**src/rtl/instr_fetch_unit.sv**
```systemverilog
// Fetch stage: PC, writable instruction memory, and a registered fetch/decode output with valid/ready.
// Memory is loaded in IDLE; in RUN it fetches one word per accepted cycle and takes branch redirects.
module instr_fetch_unit #(
    parameter int          IMEM_DEPTH = 64,
    parameter logic [31:0] RESET_PC   = 32'h0000_0000,
    parameter logic [31:0] NOP_INSTR  = 32'h0000_0013
) (
    input  logic                          clk,
    input  logic                          rst_n,
    input  logic                          start,
    input  logic                          prog_we,
    input  logic [$clog2(IMEM_DEPTH)-1:0] prog_addr,
    input  logic [31:0]                   prog_data,
    input  logic                          redirect_valid,
    input  logic [31:0]                   redirect_pc,
    input  logic                          id_ready,
    output logic                          if_valid,
    output logic [31:0]                   if_pc,
    output logic [31:0]                   if_instr,
    output logic [6:0]                    opcode,
    output logic [2:0]                    funct3,
    output logic                          halted,
    output logic                          misaligned_err
);

    localparam int AW = $clog2(IMEM_DEPTH);

    localparam logic [1:0] S_IDLE = 2'd0;
    localparam logic [1:0] S_RUN  = 2'd1;
    localparam logic [1:0] S_HALT = 2'd2;

    logic [31:0] mem [IMEM_DEPTH];

    logic [1:0]  state_q, state_d;
    logic [31:0] pc_q, pc_d;
    logic        valid_q, valid_d;
    logic [31:0] if_pc_q, if_pc_d;
    logic [31:0] instr_q, instr_d;
    logic        halted_q, halted_d;
    logic        mis_q, mis_d;

    logic        accept;
    logic        in_range;
    logic [31:0] fetch_word;

    assign accept     = !valid_q || id_ready;
    assign in_range   = {2'b00, pc_q[31:2]} < 32'(IMEM_DEPTH);
    assign fetch_word = mem[pc_q[AW+1:2]];

    // Program load only while idle; contents survive reset so a restart re-runs the same code.
    always_ff @(posedge clk) begin
        if (state_q == S_IDLE && prog_we) begin
            mem[prog_addr] <= prog_data;
        end
    end

    always_comb begin
        state_d  = state_q;
        pc_d     = pc_q;
        valid_d  = valid_q;
        if_pc_d  = if_pc_q;
        instr_d  = instr_q;
        halted_d = halted_q;
        mis_d    = mis_q;
        case (state_q)
            S_IDLE: begin
                if (start && !prog_we) begin
                    state_d = S_RUN;
                end
            end
            S_RUN: begin
                // A redirect flushes the output even when decode is stalled.
                if (redirect_valid) begin
                    valid_d = 1'b0;
                    if (redirect_pc[1:0] != 2'b00) begin
                        state_d  = S_HALT;
                        halted_d = 1'b1;
                        mis_d    = 1'b1;
                    end else begin
                        pc_d    = redirect_pc;
                        instr_d = NOP_INSTR;
                    end
                end else if (accept) begin
                    if (!in_range) begin
                        state_d  = S_HALT;
                        halted_d = 1'b1;
                        valid_d  = 1'b0;
                    end else begin
                        instr_d = fetch_word;
                        if_pc_d = pc_q;
                        valid_d = 1'b1;
                        pc_d    = pc_q + 32'd4;
                    end
                end
            end
            default: begin
                valid_d = 1'b0;
            end
        endcase
    end

    always_ff @(posedge clk or negedge rst_n) begin
        if (!rst_n) begin
            state_q  <= S_IDLE;
            pc_q     <= RESET_PC;
            valid_q  <= 1'b0;
            if_pc_q  <= 32'd0;
            instr_q  <= NOP_INSTR;
            halted_q <= 1'b0;
            mis_q    <= 1'b0;
        end else begin
            state_q  <= state_d;
            pc_q     <= pc_d;
            valid_q  <= valid_d;
            if_pc_q  <= if_pc_d;
            instr_q  <= instr_d;
            halted_q <= halted_d;
            mis_q    <= mis_d;
        end
    end

    assign if_valid       = valid_q;
    assign if_pc          = if_pc_q;
    assign if_instr       = instr_q;
    assign opcode         = instr_q[6:0];
    assign funct3         = instr_q[14:12];
    assign halted         = halted_q;
    assign misaligned_err = mis_q;

endmodule

```
**config.mk**
```make
export PLATFORM = sky130hd
export DESIGN_NAME = instr_fetch_unit
export DESIGN_NICKNAME = d
export VERILOG_FILES = /design/src/rtl/instr_fetch_unit.sv
export SDC_FILE = /design/constraint.sdc
export NUM_CORES = 2
export LEC_CHECK = 0
export CAP_MARGIN = 10
export CELL_PAD_IN_SITES_DETAIL_PLACEMENT = 1
export CELL_PAD_IN_SITES_GLOBAL_PLACEMENT = 2
export CORE_MARGIN = 3
export CORE_UTILIZATION = 25
export CTS_CLUSTER_DIAMETER = 80
export DETAILED_ROUTE_END_ITERATION = 10
export DONT_BUFFER_PORTS = 1
export PLACE_DENSITY = 0.54
export SETUP_SLACK_MARGIN = 0.02
export SYNTH_ARGS = -nofsm -noshare
export SYNTH_HDL_FRONTEND = slang
export SYNTH_SLANG_ARGS = --single-unit
export TNS_END_PERCENT = 1
```
**constraint.sdc**
```tcl
create_clock -name clk -period 3.74 [get_ports clk]
set_input_delay 0.561 -clock clk [delete_from_list [all_inputs] [get_ports clk]]
set_output_delay 0.561 -clock clk [all_outputs]
set_load 0.02 [all_outputs]
```
# Word-level counts from Yosys, hierarchy flattened
# Memory sizes are Yosys's and may differ from the RTL's.
# Index checks and enable logic that the tools add are counted.
# Widths: inputs -> output; s select.
# totals
out_inout_bits	77
mem_count	1
ramBits	2048
elab_cells	60
reg_bits	101
inputBits	76
# memory_table
name	depth	width	rd	rd_ports_with_merged_regs	write_ports	line_no	rtl
mem	64	32	1	0	1	32	logic [31:0] mem [IMEM_DEPTH];
# op_classes
n_bitwise	2
eq_ne	8
n_addsub	1
n_reduce_logical	16
muxes	24
magnitude_cmp	1
# op_table
operator	n
$mux 32	8
$add 32x3->32 const B	1
$lt 30x7->1 const B	1
$reduce_and 4->1	3
$mux 2	5
$mux 1	9
$ne 3x3->1 const B	3
$reduce_bool 2->1	4
$reduce_and 5->1	1
$ne 2x1->1 const B	2
$ne 2x2->1 const B	2
$pmux 2 s2	1
$reduce_and 3->1	1
$eq 2x1->1 const B	1
$logic_and 1x1->1	2
$logic_not 1->1	2
$logic_not 2->1	1
$not 1->1	2
$pmux 1 s2	1
$reduce_and 2->1	1
$logic_or 1x1->1	1

# Longest topological paths before layout
# depth
ltp_word	5
mapped_depth	12
mapped_depth_nobuf	7

# Worst setup path after synthesis
# No wires, ideal clock.
# synth_timing
kind	input to register
from	in prog_addr[2]
to	mem mem[59][0] (enable)
setup_time_ps	421
path_buffers	0
cell_stages	3
arrival_time_ps	2768
slack_ps	551
cell_sequence	nor4b_1 nand3_1 nor2_1
# synth_lines
element	line_no	rtl
start, declared	12	input logic [$clog2(IMEM_DEPTH)-1:0] prog_addr,
end, declared	32	
# No word-level cell before the write port.

# Worst setup path after layout
# layout_timing
from	reg pc_q[4]
to	reg instr_q[28] (netlist: if_instr[28])
# layout_via
elab_chain_cells	4
word_cells_on_any_way	7
classes_between	order compare (1); mux (3); reduce/logical (2); memory (1)
# layout_lines
element	line_no	rtl
start, declared	35	logic [31:0] pc_q, pc_d;
start signal, assigned	113	pc_q <= pc_d;
parallel branches: the longest is 4 deep, another holds $lt 30x7->1	n/a	
end signal, assigned	116	instr_q <= instr_d;
end, declared	38	logic [31:0] instr_q, instr_d;
# Several ways; the timed one is not identified. The select of a mux whose other input is x is not followed.
# A chain may end at the register's enable or synchronous reset.

==> reports/qor.yml <==
placedCellCount: 8255
drc: 0
routabilityCongestion: 0.765
antenna_found_initial: 12
syn_area_per_cell_um2: 21.3
synthCells: 3874
regArea_um2: 64000
pin_count: 153
synth-seq-cells: 2149
rsz0062_at_grt: "false"
htree_levels: 4
required_ns: 4.54
synth_area_leaders: "edfxtp_1 74%, mux4_2 13%, dfrtp_1 3.0%"
avgViaCountPerCell: 4.83
critPathKind: "flip-flop to flip-flop"
hp-class: "input pin to flip-flop"
async_flop_share: 0.0470
critPathCaptureType: "flip-flop"
numPortBuffers: 0
power_leakage_nw: 30.5
post_cts_buffers: 0
synth_area_leader_cell: "edfxtp_1"
multiInputGateArea_um2: 17900
synth-edff-count: 2048
final_common_cell: "edfxtp_1"
path_buf_inv: 1
synth_cell_types: 67
slew_violations: 0
worstPathMaxFanout: 29
grt_use_total: 0.162
met1_usage: 0.225
dieWidth_um: 581
worstSetupStartpointType: "flip-flop"
ys.flop_type: "edfxtp_1"
maxCapViolCount: 0
grt.overflow.total: 0
setup_viol: 0
grt_pass1_vias: 44600
insertion_delay_ns: 0.88
tritoncts: "built"
clk_pin_slew_ns: 0.06
fin_crit_sh: 0.979
numCtsBuffers: 233
core_um2: 328000
drt-initial-drc-count: 4638
die_h_um: 581
cts.sinks: 2149
clock_power_share: 0.350
grt_util_met3: 0.0282
drive_above_1_share: 0.283
layout.nets: 4294
wirelength_um: 279000
status: "completed"
start_util: 0.252
power.internal_mw: 45.8
grt_max_degree: 102
drtAntennaViolNets: 0
period_minus_slack_ns: 3.66
rows: 210
power_density_nw_per_um2: 648
path_cells: "or3b_2 > o221ai_1 > a211oi_1 > buf_4 > nor4_1 > a22o_1"
seqPwrFrac: 0.432
max-slew-margin-rel: 0.159
grt_pass1_wl_um: 383000
synthesis.area_um2: 82600
slowest_stage: "nor4_1"
root_buffer: "clkbuf_16"
synth_top_area_frac: 0.744
wl_per_cell_um: 31.7
comb_power_share: 0.218
dp_hpwl_um: 160000
cpPeakStageDelay_ns: 0.90
final_cells: 8775
fill_cells: 32800
dieArea_um2: 337000
yosys_warnings: 0
syn_to_final_growth_pct: 20.1
dr.pass1.iters: 6
worstPathArrival_ns: 4.46
vias: 42400
vdd_drop_max_mv: 0.434
top_usage_layer: "met2"
p_sw_mw: 18.5
fmax_mhz: 273
fin_setup_tns_ns: 0
hold_viol_final: 0
p_sw_frac: 0.288
tightest_slew_ns: 1.25
seq_area_frac_synth: 0.775
final_cell_mix: "2,048 x edfxtp_1, 474 x mux4_2, 236 x clkbuf_16"
fin_skew_ns: 0.0808
crit_family: "simple AND/OR/NAND/NOR gates"
clock_path_buffers: 3
use_met2: 0.266
syn_nets: 3951
[path summary, 6_finish.rpt]
check                                   start            to  slack [ns]  cells after the start
worst max-delay path                  pc_q[4]  if_instr[28]        0.08                      6
worst min-delay path            prog_data[10]   mem[24][10]        0.05                      1
worst max register to register        pc_q[4]  if_instr[28]        0.08                      6
worst min register to register        pc_q[0]      if_pc[0]        0.51                      1
max in group asynchronous               rst_n  if_instr[19]        2.59                      2
min in group asynchronous               rst_n   if_instr[9]        0.52                      2
[synth_stat cells (all sizes together) (17+ instances only)]
library cell	instances
dfrtp	98
nor4	18
a211oi	50
nand3	73
nor2b	66
nand4	17
mux4	481
nand2	125
edfxtp	2048
nor3	22
mux2	36
o21ai	54
a22oi	67
a21oi	76
o22ai	43
nor2	115
mux2i	108
buf	129
clkbuf	98
[flip-flops by register name, summed over array words and instances (netlist names)]
name / cells
if_instr: 32
if_pc: 32
if_valid: 1
halted: 1
misaligned_err: 1
mem: 2048
state_q: 2
pc_q: 32
[logic make-up after synthesis]
group           synth area share
mux                        0.149
compound gates            0.0318
simple gates              0.0279
flops                      0.775
fa+ha+maj               0.000151
buf+inv                   0.0159
[power groups by stage]
stage	registers [mW]	logic, mW	clock network, mW
3_5_place_dp	28.3	13.7	0
4_1_cts	27.8	14.3	23.1
6_report	27.8	14.0	22.5
3_3_place_gp	28.3	13.6	0
2_1_floorplan	27.5	9.28	0
5_1_grt	27.8	14.9	24.0
[timing repair]
item,CTS,global route
hold buffers,73,0
resized for setup,0,1
endpoints found under the setup margin,0,1
endpoints found under the hold margin,2181,0
[stage by stage]
stage / util / power, mW / hold WS [ns] / setup WS, ns / instance area [um^2]
floorplan: - / 36.8 / 0.265 / 0.551 / 82600
global placement: 0.275 / 41.9 / 0.271 / 0.175 / 90400
detailed placement: 0.275 / 42.0 / 0.271 / 0.146 / 90400
CTS: 0.302 / 65.2 / 0.000693 / 0.238 / 99200
global route: 0.302 / 66.8 / 0.00160 / 0.232 / 99200
finish: 0.302 / 64.3 / 0.0490 / 0.0787 / 99200
[routing by layer]
metal	vias up	wire (um)
li1	17000	-
met1	23800	123000
met2	1355	134000
met3	292	16200
met4	0	5350
met5	-	0
[final cells by class]
| type | instances | share of cell area |
|---|---|---|
| diodes | 6 | 0.000151 |
| clock buffers | 340 | 0.0666 |
| clock inverters | 101 | 0.00928 |
| inverters | 8 | 0.000328 |
| multi-input cells | 1490 | 0.180 |
| flip-flops and latches | 2149 | 0.645 |
| well taps | 4346 | 0.0548 |
| repair buffers | 335 | 0.0436 |
No activity file was read; power rests on OpenSTA's default activity.
